**src/rtl/int_ctrl_pkg.sv**
```systemverilog
// rtl/int_ctrl_pkg.sv - shared state encoding and default vectors for int_ctrl
package int_ctrl_pkg;

  typedef enum logic [1:0] {
    ST_BOOT = 2'd0,
    ST_IDLE = 2'd1,
    ST_SERV = 2'd2
  } int_state_t;

  localparam logic [31:0] DEF_RESET_VEC  = 32'h0000_0028;
  localparam logic [31:0] DEF_VEC_BASE   = 32'h0000_0100;
  localparam logic [31:0] DEF_VEC_STRIDE = 32'h0000_0010;

endpackage

```
**src/rtl/int_prio_enc.sv**
```systemverilog
// rtl/int_prio_enc.sv - combinational lowest-index-wins priority encoder
module int_prio_enc #(
  parameter int NSRC = 4,
  parameter int IDW  = 2
) (
  input  logic [NSRC-1:0] req,
  output logic            any,
  output logic [IDW-1:0]  idx
);

  // Scan from the top down so the lowest set bit is the last one written.
  always_comb begin
    any = 1'b0;
    idx = '0;
    for (int i = NSRC - 1; i >= 0; i--) begin
      if (req[i]) begin
        any = 1'b1;
        idx = IDW'(i);
      end
    end
  end

endmodule

```
**src/rtl/int_ctrl.sv**
```systemverilog
// rtl/int_ctrl.sv - boot entry plus fixed-priority, non-nesting interrupt source for yPC
module int_ctrl
  import int_ctrl_pkg::*;
#(
  parameter int          NSRC       = 4,
  parameter int          IDW        = 2,
  parameter logic [31:0] RESET_VEC  = DEF_RESET_VEC,
  parameter logic [31:0] VEC_BASE   = DEF_VEC_BASE,
  parameter logic [31:0] VEC_STRIDE = DEF_VEC_STRIDE
) (
  input  logic            clk,
  input  logic            rst_n,
  input  logic [NSRC-1:0] irq,
  input  logic            en_we,
  input  logic [NSRC-1:0] en_wdata,
  input  logic            eoi,
  output logic            INT,
  output logic [31:0]     entryPoint,
  output logic            busy,
  output logic [IDW-1:0]  active_id,
  output logic [NSRC-1:0] pending
);

  int_state_t      state_q, state_d;
  logic [NSRC-1:0] irq_q;
  logic [NSRC-1:0] enable_q;
  logic [NSRC-1:0] rise;
  logic [NSRC-1:0] clr;
  logic [NSRC-1:0] pend_d;
  logic            int_d;
  logic [31:0]     ep_d;
  logic            busy_d;
  logic [IDW-1:0]  aid_d;
  logic            req_any;
  logic [IDW-1:0]  req_idx;
  logic [31:0]     req_vec;

  assign rise    = irq & ~irq_q;
  assign req_vec = VEC_BASE + VEC_STRIDE * 32'(req_idx);

  // Dispatch looks at the enable mask as it stood before this edge's write.
  int_prio_enc #(
    .NSRC (NSRC),
    .IDW  (IDW)
  ) u_prio (
    .req (pending & enable_q),
    .any (req_any),
    .idx (req_idx)
  );

  always_ff @(posedge clk) begin
    if (!rst_n) begin
      state_q <= ST_BOOT;
    end else begin
      state_q <= state_d;
    end
  end

  // The !INT guard keeps a dispatch from landing right after the boot pulse.
  always_comb begin
    state_d = state_q;
    int_d   = 1'b0;
    ep_d    = entryPoint;
    busy_d  = busy;
    aid_d   = active_id;
    clr     = '0;
    case (state_q)
      ST_BOOT: begin
        int_d   = 1'b1;
        ep_d    = RESET_VEC;
        state_d = ST_IDLE;
      end
      ST_IDLE: begin
        if (req_any && !INT) begin
          int_d        = 1'b1;
          ep_d         = req_vec;
          clr[req_idx] = 1'b1;
          aid_d        = req_idx;
          busy_d       = 1'b1;
          state_d      = ST_SERV;
        end
      end
      ST_SERV: begin
        if (eoi) begin
          busy_d  = 1'b0;
          state_d = ST_IDLE;
        end
      end
      default: state_d = ST_BOOT;
    endcase
    pend_d = (pending & ~clr) | rise;
  end

  always_ff @(posedge clk) begin
    if (!rst_n) begin
      INT        <= 1'b0;
      entryPoint <= '0;
      busy       <= 1'b0;
      active_id  <= '0;
      pending    <= '0;
      enable_q   <= '0;
      irq_q      <= '0;
    end else begin
      INT        <= int_d;
      entryPoint <= ep_d;
      busy       <= busy_d;
      active_id  <= aid_d;
      pending    <= pend_d;
      irq_q      <= irq;
      if (en_we) begin
        enable_q <= en_wdata;
      end
    end
  end

endmodule

```
**config.mk**
```make
export PLATFORM = sky130hd
export DESIGN_NAME = int_ctrl
export DESIGN_NICKNAME = d
export VERILOG_FILES = /design/src/rtl/int_ctrl_pkg.sv /design/src/rtl/int_prio_enc.sv /design/src/rtl/int_ctrl.sv
export SDC_FILE = /design/constraint.sdc
export NUM_CORES = 1
export LEC_CHECK = 0
export ABC_AREA = 1
export CAP_MARGIN = 20
export CELL_PAD_IN_SITES_DETAIL_PLACEMENT = 1
export CELL_PAD_IN_SITES_GLOBAL_PLACEMENT = 1
export CORE_ASPECT_RATIO = 1.1
export CORE_MARGIN = 2
export CORE_UTILIZATION = 28
export DETAILED_ROUTE_END_ITERATION = 10
export HOLD_SLACK_MARGIN = 0.06
export PLACE_DENSITY_LB_ADDON = 0.1
export SYNTH_ARGS = -nofsm -noshare
export SYNTH_HDL_FRONTEND = slang
export SYNTH_SLANG_ARGS = --single-unit
```
**constraint.sdc**
```tcl
create_clock -name clk -period 1.1 [get_ports clk]
set_input_delay 0.11 -clock clk [delete_from_list [all_inputs] [get_ports clk]]
set_output_delay 0.11 -clock clk [all_outputs]
set_load 0.1 [all_outputs]
```
==> metrics.txt, run 1 <==
worst reg-to-reg path cell count 7; Place WS -125 ps; Post-Syn Area 1100 um2; skew final 1.43 ps; Die H 69.8 um; # setup viols final 2; asr flop ratio synth 0%; Post-synth top cells buf_4 (28), nand2_1 (27), dfxtp_1 (22); ranking of synthesized cells by area dfxtp_1 (40%), buf_4 (19%), nand2_1 (9.2%); EDFF count, synth 0; post-layout utilization of the core 43.0%; Seq/Total Area, Yosys 40.0%; register area 472 um2; final net count 191; Worst Path Arrival 1260 ps; post-synth top area cell dfxtp_1; Port Buffers 23; Die Span X 63.8 um; Synth Warn # 0; Sinks on Clock Net 22; cell count after synthesis 145; Core ar. 3710 um2; crit share post-route 100%; drt pass-1 iters 2; Worst Setup Path Type reg -> reg; initial antenna violation count 0; maximum number of pins on one net before global-route repair 13; Inst Count DP 224; CP required 1260 ps; H-tree depth 1; logic gate share of total power 43.7%; detailed router's first-iteration violation count 2; Yosys top cell area share 40.0%; Synth Register Bits 22; clk_lat worst skew 260 ps; Max clock buf depth 2; die area 4460 um2; Routed WL 2260 um; Design Area, Final 1600 um2; via count 875; NetSw 1.15 mW; placed inst area 1510 um2; Crit Path Max Fanout 7; final worst slack -2.61 ps; Clock power frac 20.1%; global-route wire length before repair 3800 um; count leader, synth buf_4; via-per-instance ratio 3.84; final hold slack 389 ps; crit path time final 1100 ps; switching share of power 45.3%; ys flop type dfxtp_1; peak supply drop 0.780 mV; Power Dens Cells 1590 nW/um2; CTS Buf Count 3; vias in the first global route 885; footprint of the multi-input gates 527 um2; total global routing overflow 0; Detail Route Antenna Nets 0; status complete, but fails checks; synth unique cells 20; Internal Power 1.39 mW; Residual DRC 0; max-cap violations 0; CTS tree yes; hold path cells 3; share of cells above drive strength 1 34.8%; Max Slew Vio Count 0; crit end category flip-flop; antenna cells 0; P_leak 0.813 nW; failing checks negative setup slack; Fmax achieved 0.907 GHz; Filler Cell Count 443; clock slew at reported path FFs 80 ps; final std cells w/o fill 228; synthesized area per cell 7.60 um2; area grow syn2layout 44.9%; Startpoint Class flip-flop; Starting Density 29.7%; post-DR wirelength/cell 9.89 um; Placer Congestion 0.737; Final Hold Violating Endpoints 0; unrepaired setup endpoints after global routing true; root buffer cell clkbuf_8; hold crit path type in -> reg; HPWL Detailed 1900 um; Ports 52; gr usage total 10.6%; FP Rows 23; sequential share of power 36.2%
==> final timing paths <==
kind	startpoint	to	slack [ps]
setup reg to reg	pending[2]	pending[2]	-3
setup / recovery	pending[2]	pending[2]	-3
hold / removal	irq[3]	irq_q[3]	390
hold reg to reg	irq_q[2]	pending[2]	470
==> placed cells by master (no fill, tap or decap), types with 2 or more instances in the layout <==
master and instances:
clkbuf_8 3, inv_2 2, nand3_1 9, nor2_4 2, nand2_2 3, a21oi_2 4
buf_4 9, nand2_1 23, inv_1 16, dfxtp_4 6, clkdlybuf4s50_1 11, o21ai_0 4
or2_2 4, dfxtp_1 9, a21oi_1 3, dfxtp_2 7, buf_12 12, nor2_1 11
nand2_4 7, conb_1 28
==> cell families (layout without fill, tap and decap cells) <==
group	count (synthesis)	count (layout)	synth area share, %
AO/OA/AOI/OAI	13	13	7.83
AND/OR/NAND/NOR	60	60	25.2
buffers and inverters	49	55	26.7
other	1	28	0.340
flip-flops	22	22	40.0
==> worst max-delay path, cell delays in order, from the launching register on <==
cell	delay (ps)
dfxtp_4	370
nand2_4	60
nand2_4	80
o21ai_4	80
nor2_4	200
nand3_1	110
nand2_1	70
nand2_1	40
==> layout make-up <==
class,instances,area share [%]
Clock buffer,4,2.82
Multi-Input combinational cell,101,33.0
Timing Repair Buffer,32,26.2
Sequential cell,22,29.5
Tap cell,50,3.92
Inverter,19,4.62
==> power groups by stage <==
stage / Combinational [mW] / Clock, mW / Sequential (mW)
after floorplan: 0.650 / 0 / 1.18
after global placement: 1.09 / 0 / 0.931
after detailed placement: 1.10 / 0 / 0.934
after CTS: 1.11 / 0.527 / 0.923
after global routing: 1.16 / 0.563 / 0.926
final: 1.11 / 0.509 / 0.919
==> timing repair <==
item,in CTS,in global routing
resized for setup,10,4
pin swaps,7,1
buffers inserted,0,0
hold buffers,0,0
setup endpoints to repair,11,12
==> stage by stage <==
step	setup TNS [ps]	power [mW]
floorplan	-1510	1.83
global placement	-886	2.02
detailed placement	-1330	2.03
CTS	-5.38	2.56
global route	-954	2.65
finish	-2.72	2.54
==> registers in the layout, indices dropped and copies added (netlist names) <==
register and flops:
pending 4, entryPoint 4, enable_q 4, active_id 2, state_q 2, INT 1, busy 1, irq_q 4
==> per-layer routing <==
layer  share of wire, %  vias up  global-route usage (%)
met1                 36      392                    10.7
met2                 56       30                    20.8
li1                   -      448                       -
met5                  0        -                       0
met3                5.8        5                    2.11
met4                1.3        0                    3.62
(Power assumes the default switching activity.)
==> inputs of run 2 (changes only) <==
PLACE_DENSITY_LB_ADDON = 0.08   (was 0.1)
SETUP_SLACK_MARGIN = 0.15   (was unset)
==> run 2 against run 1 <==
  * The run still ends with negative setup slack left
  * Total power rose by 2.9%
  * Flip-flop and latch count did not move
  * Count of clock-buffer cells in the layout did not move
  * Critical path type is now reg -> out
  * Critical endpoint is now pending[2]
==> metrics.txt, run 2 (synthesized netlist as in run 1, its figures left out) <==
CTS Hold Buffers Added 0 (unchanged); max-cap violations 0 (unchanged); detailed router's first-iteration violation count 10 (+8); H-tree depth 1 (unchanged); # setup viols final 3 (+1); Power Dens Cells 1550 nW/um2 (-2.2%); failing checks negative setup slack; post-DR wirelength/cell 10.4 um (+5.2%); Worst Setup Path Type reg -> out; status complete, but fails checks; Max clock buf depth 2 (unchanged); Die H 69.8 um (unchanged); initial antenna violation count 0 (unchanged); via count 915 (+4.6%); share of cells above drive strength 1 42.4% (+7.6 points); drt pass-1 iters 4 (+2); Core ar. 3710 um2 (unchanged); Filler Cell Count 441 (-0.45%); hold crit path type in -> reg; Final Power 2.61 mW (+2.9%); most frequent cells in the layout conb_1 (28), nand2_1 (22), inv_1 (15); NetSw 1.18 mW (+2.5%); HPWL Detailed 2000 um (+5.2%); antenna cells 0 (unchanged); crit end category primary output; Fmax achieved 0.903 GHz (-0.48%); Die Span X 63.8 um (unchanged); gr usage total 11.4% (+0.84 points); sequential share of power 35.3% (-0.9 points); hold path cells 3 (unchanged); P_leak 0.839 nW (+3.2%); maximum number of pins on one net before global-route repair 13 (unchanged); Detail Route Antenna Nets 0 (unchanged); Final Hold Violating Endpoints 0 (unchanged); Startpoint Class flip-flop; Max Slew Vio Count 0 (unchanged); worst reg-to-reg path cell count 7 (unchanged); Clock power frac 19.8% (-0.3 points); Routed WL 2440 um (+8.0%); peak supply drop 0.744 mV (-4.7%); CTS Buf Count 3 (unchanged); Placer Congestion 0.708 (-3.9%); Internal Power 1.43 mW (+3.1%); final net count 197 (+3.1%); hold path start irq[0]; area grow syn2layout 52.4%; logic gate share of total power 44.8% (+1.1 points); unrepaired setup endpoints after global routing true; Starting Density 29.7% (unchanged); global-route wire length before repair 4020 um (+6.0%); footprint of the multi-input gates 537 um2 (+1.9%); skew final 3.84 ps (+2.41 ps); Hold Path Sink irq_q[0]; Ports 52 (unchanged); final worst slack -7.93 ps (-5.33 ps); R2R Path End active_id[1]; most common cell after layout, fill and taps aside conb_1; register area 477 um2 (+1.1%); FF-to-FF Start pending[0]; Worst Path Arrival 1000 ps (-260 ps); Residual DRC 0 (unchanged); Place WS -108 ps (+16.9 ps); total global routing overflow 0 (unchanged); vias in the first global route 938 (+6.0%); crit share post-route 101% (+0.48 points); CP required 990 ps (-270 ps); via-per-instance ratio 3.91 (+1.9%); Crit Path Max Fanout 2 (-5); Port Buffers 23 (unchanged); Reg2Reg Setup Slack -8 ps (about the same); clk_lat worst skew 260 ps (about the same); switching share of power 45.2% (-0.14 points); Sinks on Clock Net 22 (unchanged); clock slew at reported path FFs 80 ps (about the same); FP Rows 23 (unchanged); CTS tree yes; crit path time final 1110 ps (+5.33 ps); die area 4460 um2 (unchanged); root buffer cell clkbuf_8
-- run 2: changes by cell type in the layout (fill, tap and decap cells not counted), sizes merged --
cell,before,now
buf,21,27
-- run 2: worst max-delay path, cell delays in order (launching register included) --
cell	delay [ps]
dfxtp_4	360
buf_6	110
buf_6	110
buf_12	150
-- run 2: per-stage QoR --
stage	instance area [um2]	cells	util, %	hold slack [ps]	TNS [ps]
detailed placement	1530	226	41.2	456	-1160
floorplan	1250	172	-	214	-1500
CTS	1630	232	44.0	385	-38.6
finish	1680	234	45.3	385	-15.5
global route	1680	234	45.3	411	-926
global placement	1530	226	41.2	452	-676
-- run 2: worst max-delay path by stage --
stage / endpoint / slack (ps) / cells after the start / start
finish: pending[2] / -8 / 3 / pending[2]
CTS: entryPoint[5] / -10 / 7 / pending[3]
global placement: pending[0] / -70 / 4 / rst_n
detailed placement: state_q[0] / -110 / 4 / rst_n
floorplan: entryPoint[5] / -160 / 7 / pending[2]
global route: pending[0] / -120 / 7 / enable_q[3]
-- run 2: layer usage --
metal,wire length [um],part of all wire [%],up-vias,GRT usage (%)
met5,0,0,-,0
met4,16,0.66,0,2.90
met3,133,5.5,2,2.76
met2,1410,58,28,22.7
met1,874,36,420,11.5
li1,-,-,465,-
-- run 2: power by group through the flow --
stage	clock, mW	sequential (mW)	combinational [mW]
global placement	0	0.932	1.10
CTS	0.540	0.923	1.15
finish	0.518	0.922	1.17
global route	0.565	0.930	1.22
detailed placement	0	0.935	1.11
floorplan	0	1.18	0.650
-- run 2: cell type report --
class | instances | area share [%]
Multi-Input combinational cell | 101 | 31.9
Timing Repair Buffer | 38 | 28.9
Sequential cell | 22 | 28.4
Inverter | 19 | 4.39
Tap cell | 50 | 3.72
Clock buffer | 4 | 2.68
-- run 2: repair_timing --
item,in CTS,in global routing
setup endpoints to repair,18,18
resized for setup,16,9
buffers inserted,2,2
pin swaps,2,5
